===== config.mk =====
export PLATFORM = sky130hd
export DESIGN_NAME = flag_pulse_monitor
export DESIGN_NICKNAME = d
export VERILOG_FILES = /design/src/rtl/flag_pulse_monitor.sv
export SDC_FILE = /design/constraint.sdc
export NUM_CORES = 1
export LEC_CHECK = 0
export ABC_AREA = 0
export BUFFER_PORTS_ARGS = -buffer_cell sky130_fd_sc_hd__clkbuf_2
export CORE_MARGIN = 10
export CORE_UTILIZATION = 40
export CTS_BUF_LIST = sky130_fd_sc_hd__clkbuf_2
export CTS_CLUSTER_SIZE = 25
export DETAILED_ROUTE_END_ITERATION = 8
export PLACE_DENSITY = 0.62
export SETUP_SLACK_MARGIN = 0.05
export SLEW_MARGIN = 20
export SYNTH_ARGS = -nofsm -noshare
export SYNTH_HDL_FRONTEND = slang
export SYNTH_SLANG_ARGS = --single-unit

===== constraint.sdc =====
create_clock -name clk -period 2.33 [get_ports clk]
set_input_delay 0.1165 -clock clk [delete_from_list [all_inputs] [get_ports clk]]
set_output_delay 0.1165 -clock clk [all_outputs]
set_load 0.02 [all_outputs]

===== src/rtl/flag_pulse_monitor.sv =====
// Measures the high-time of each flag_in pulse and queues the widths in a FIFO read over valid/ready.
// Optional glitch filter: define FLAG_MON_GLITCH_FILTER_EN to drop pulses shorter than MIN_WIDTH.
module flag_pulse_monitor #(
    parameter int CNT_W     = 8,
    parameter int DEPTH     = 4,
    parameter int MIN_WIDTH = 2
) (
    input  logic                     clk,
    input  logic                     rstn,
    input  logic                     flag_in,
    input  logic                     clr,
    input  logic                     rd_ready,
    output logic                     rd_valid,
    output logic [CNT_W-1:0]         rd_width,
    output logic                     ovf,
    output logic                     busy,
    output logic [$clog2(DEPTH):0]   level
);

    localparam int AW = $clog2(DEPTH);
    localparam int LW = AW + 1;

    if (DEPTH < 2 || (DEPTH & (DEPTH - 1)) != 0) begin : g_bad_depth
        $error("DEPTH must be a power of 2 and >= 2");
    end
    if (MIN_WIDTH < 1 || MIN_WIDTH > (2 ** CNT_W) - 1) begin : g_bad_min_width
        $error("MIN_WIDTH must be in 1 .. 2**CNT_W-1");
    end

    typedef enum logic [1:0] {
        WAIT_LOW,
        IDLE,
        MEASURE
    } state_t;

    state_t            state, state_nx;
    logic [CNT_W-1:0]  cnt, cnt_nx;
    logic              push_req;
    logic              push;
    logic              pop;
    logic              full;
    logic              do_push;
    logic              drop;

    logic [CNT_W-1:0]  mem [DEPTH];
    logic [AW-1:0]     wr_ptr;
    logic [AW-1:0]     rd_ptr;

    always_ff @(posedge clk or negedge rstn) begin
        if (!rstn) begin
            state <= WAIT_LOW;
            cnt   <= '0;
        end else if (clr) begin
            state <= WAIT_LOW;
            cnt   <= '0;
        end else begin
            state <= state_nx;
            cnt   <= cnt_nx;
        end
    end

    always_comb begin
        state_nx = state;
        cnt_nx   = cnt;
        push_req = 1'b0;
        case (state)
            WAIT_LOW: begin
                if (!flag_in) state_nx = IDLE;
            end
            IDLE: begin
                if (flag_in) begin
                    cnt_nx   = CNT_W'(1);
                    state_nx = MEASURE;
                end
            end
            MEASURE: begin
                if (flag_in) begin
                    cnt_nx = (cnt == '1) ? cnt : cnt + 1'b1;
                end else begin
                    push_req = 1'b1;
                    state_nx = IDLE;
                end
            end
            default: state_nx = WAIT_LOW;
        endcase
    end

`ifdef FLAG_MON_GLITCH_FILTER_EN
    // Filtered pulses are discarded before the FIFO, so they can never raise ovf.
    assign push = push_req && (cnt >= CNT_W'(MIN_WIDTH));
`else
    assign push = push_req;
`endif

    assign busy     = (state == MEASURE);
    assign rd_valid = (level != '0);
    assign rd_width = mem[rd_ptr];
    assign full     = (level == LW'(DEPTH));
    assign pop      = rd_valid && rd_ready;
    assign do_push  = push && (!full || pop);
    assign drop     = push && full && !pop;

    always_ff @(posedge clk or negedge rstn) begin
        if (!rstn) begin
            for (int unsigned i = 0; i < DEPTH; i++) mem[i] <= '0;
            wr_ptr <= '0;
            rd_ptr <= '0;
            level  <= '0;
            ovf    <= 1'b0;
        end else if (clr) begin
            for (int unsigned i = 0; i < DEPTH; i++) mem[i] <= '0;
            wr_ptr <= '0;
            rd_ptr <= '0;
            level  <= '0;
            ovf    <= 1'b0;
        end else begin
            if (do_push) begin
                mem[wr_ptr] <= cnt;
                wr_ptr      <= wr_ptr + 1'b1;
            end
            if (pop) rd_ptr <= rd_ptr + 1'b1;
            if (do_push && !pop)      level <= level + 1'b1;
            else if (pop && !do_push) level <= level - 1'b1;
            if (drop) ovf <= 1'b1;
        end
    end

endmodule


==> qor.yml <==
clocking:
  numCtsBuffers: 5
  root_buffer: "clkbuf_2"
  clk_pin_slew_worst_paths_ns: 0.26
  clock_latency_ns: 0.44
  htree_levels: 2
  cts_tree: "yes"
  max-clock-path-buffers: 2
  cts_sinks: 50
global_route:
  antenna_found_initial: 0
  grt.overflow.total: 0
  grt.total_usage_pct: 11.10
  grt_first_pass_wirelength_microns: 9239
  grt_pass1_vias: 1810
  grt_max_degree: 31
power_and_ir_drop:
  power.total_mw: 1.682
  p_per_area_nw_per_um2: 571.9
  p_leak_nw: 1.515
  vdd_drop_max_mv: 0.2603
logic_synthesis:
  synthTopCellsByCount: "dfrtp_1, nor2_1, mux2i_1"
  yosysMostFrequentCell: "dfrtp_1"
  synthCells: 235
  avgSynthCellArea_sq_um: 11.19
  ys.flop_type: "dfrtp_1"
  synth_top_area_share_pct: 47.60
  ys_types: 49
  synth_edf_count: 0
  ys_seq_area_share_pct: 47.60
  postSynthNetCount: 246
  yosysTopAreaCell: "dfrtp_1"
  ys_ff_latch: 50
  synthTopCellsByArea: "dfrtp_1, mux2i_1, mux4_2"
  async_reset_ff_share_pct: 100.0
  ys.warnings.count: 0
  synthesis.area_sq_um: 2629
worst_hold_path:
  worstHoldStart: "clr"
  min_path_type: "in -> reg"
setup_path:
  cp_max_fo: 3
  cp-startpoint: "level[1]"
  rr_startpoint: "level[1]"
  rrSetupSlack_ns: 0.07
  critPathRequiredTime_ns: 2.71
  cp-start-kind: "flip-flop"
  critPathCaptureType: "flip-flop"
  worstPathArrival_ns: 2.65
  criticalPathCategory: "reg -> reg"
run_status:
  status: "finished clean"
drt:
  vias: 1835
  drc: 0
  post_drt_wl_per_cell_microns: 16.02
  drtIter0Drc: 110
  wl_microns: 5415
  drt-vias-per-instance: 5.429
  dr.pass1.iters: 4
  ant_nets: 0
cells_and_area:
  drive_above_1_share_pct: 23.37
  syn_to_final_growth_pct: 11.85
  fillers: 577
  antennaDiodeCount: 0
  fin_util_pct: 46.31
  instances_no_fill: 338
  fin_nets: 271
sta:
  period_share_pct: 97.10
  finalCriticalPeriod_ns: 2.263
  setup_viol: 0
  rsz0062_at_grt: "yes"
  maxSlewHeadroom_pct: 55.24
  timing.fmax_ghz: 0.4420
  finalHoldViolCount: 0
  worst_slack_ns: 0.06747
  worstMarginPinSlew_ns: 0.6714
  skew_ns: 0.01494
  final_max_slew_viol_count: 0
  tns_ns: 0
run:
  drv_cap: 0
die:
  die_h_microns: 101.1
  initial_utilization_pct: 41.40
  core_area_sq_um: 6350
  die_x_microns: 101.1
  pin_count: 19
  dieArea_sq_um: 10210
  rows: 29
placement:
  hpwl_microns: 3819
  gp_congestion: 0.8363
  dpl_worst_slack_ns: 0.04912
  dp.cells: 328
  port_buffers: 18
==> cell type report <==
class	instances	area (sq um)	area share, %
multi-input cells	161	1274	43.32
flip-flops and latches	50	1254	42.64
repair buffers	31	205.2	6.979
well taps	77	96.34	3.277
clock inverters	3	45.04	1.532
inverters	11	41.29	1.404
clock buffers	5	25.02	0.8511
==> registers in the layout, indices dropped and copies added (netlist names) <==
register	count
mem	32
ovf	1
state	2
cnt	8
wr_ptr	2
level	3
rd_ptr	2
==> report_power, final <==
group	switching [mW]	internal (mW)
combinational	0.161	0.130
clock	0.288	0.180
sequential	0.0353	0.888
==> what timing repair did <==
| item | 4_1_cts | 5_1_grt |
|---|---|---|
| endpoints found under the hold margin | 27 | 0 |
| resized for setup | 1 | 0 |
| hold buffers | 2 | 0 |
| pin swaps | 2 | 0 |
| buffers inserted | 0 | 0 |
| gates cloned | 0 | 0 |
| endpoints found under the setup margin | 1 | 1 |
==> final timing paths <==
kind,to,depth (start not counted)
setup / recovery,level[2],7
hold / removal,mem[6],2
setup reg to reg,level[2],7
hold reg to reg,ovf,2
max in group asynchronous,level[1],3
min in group asynchronous,mem[26],2
==> critical path, stage by stage, from the launching register on <==
cell,delay (ns)
dfrtp_2,0.47
or4b_4,0.54
and3_4,0.21
fa_2,0.35
nand2_2,0.08
nor2_1,0.04
or3b_4,0.38
a31oi_1,0.16
==> metrics by stage <==
step                      hold WS [ns]  instance area, sq um
after CTS                      0.06450                  2940
after detailed placement        0.1901                  2848
after floorplan                -0.1791                  2636
after global routing           0.08425                  2940
after global placement          0.1956                  2848
final                          0.09805                  2940
==> cells by family after synthesis <==
logic type / count (synthesis) / share of synthesized area, %
and+or+nand+nor: 82 / 16.04
buffers and inverters: 24 / 4.236
adders and majority gates: 6 / 3.141
muxes: 42 / 19.80
DFF: 50 / 47.60
AOI/OAI and AO/OA: 27 / 7.854
xor gates and xnor gates: 4 / 1.333
==> placed cells by master (no fill, tap or decap), types with 3 or more instances in the layout <==
master,instances
clkbuf_2,23
buf_4,10
nor2_1,41
nor3_1,4
o41ai_1,3
o311ai_0,3
mux4_2,8
nand3_1,5
ha_1,5
dfrtp_1,48
o21ai_0,4
mux2i_1,34
inv_1,11
a211oi_1,3
nand2_1,11
nand3_2,4
==> layer usage <==
layer	share of wire, %	vias to the layer above	GRT usage, %	routed length [microns]
li1	-	884	-	-
met1	49	904	15.24	2642
met2	45	40	16.60	2421
met3	5.3	7	3.086	288
met4	1.1	0	3.108	62
met5	0	-	0	0
No activity file was read; power rests on OpenSTA's default activity.
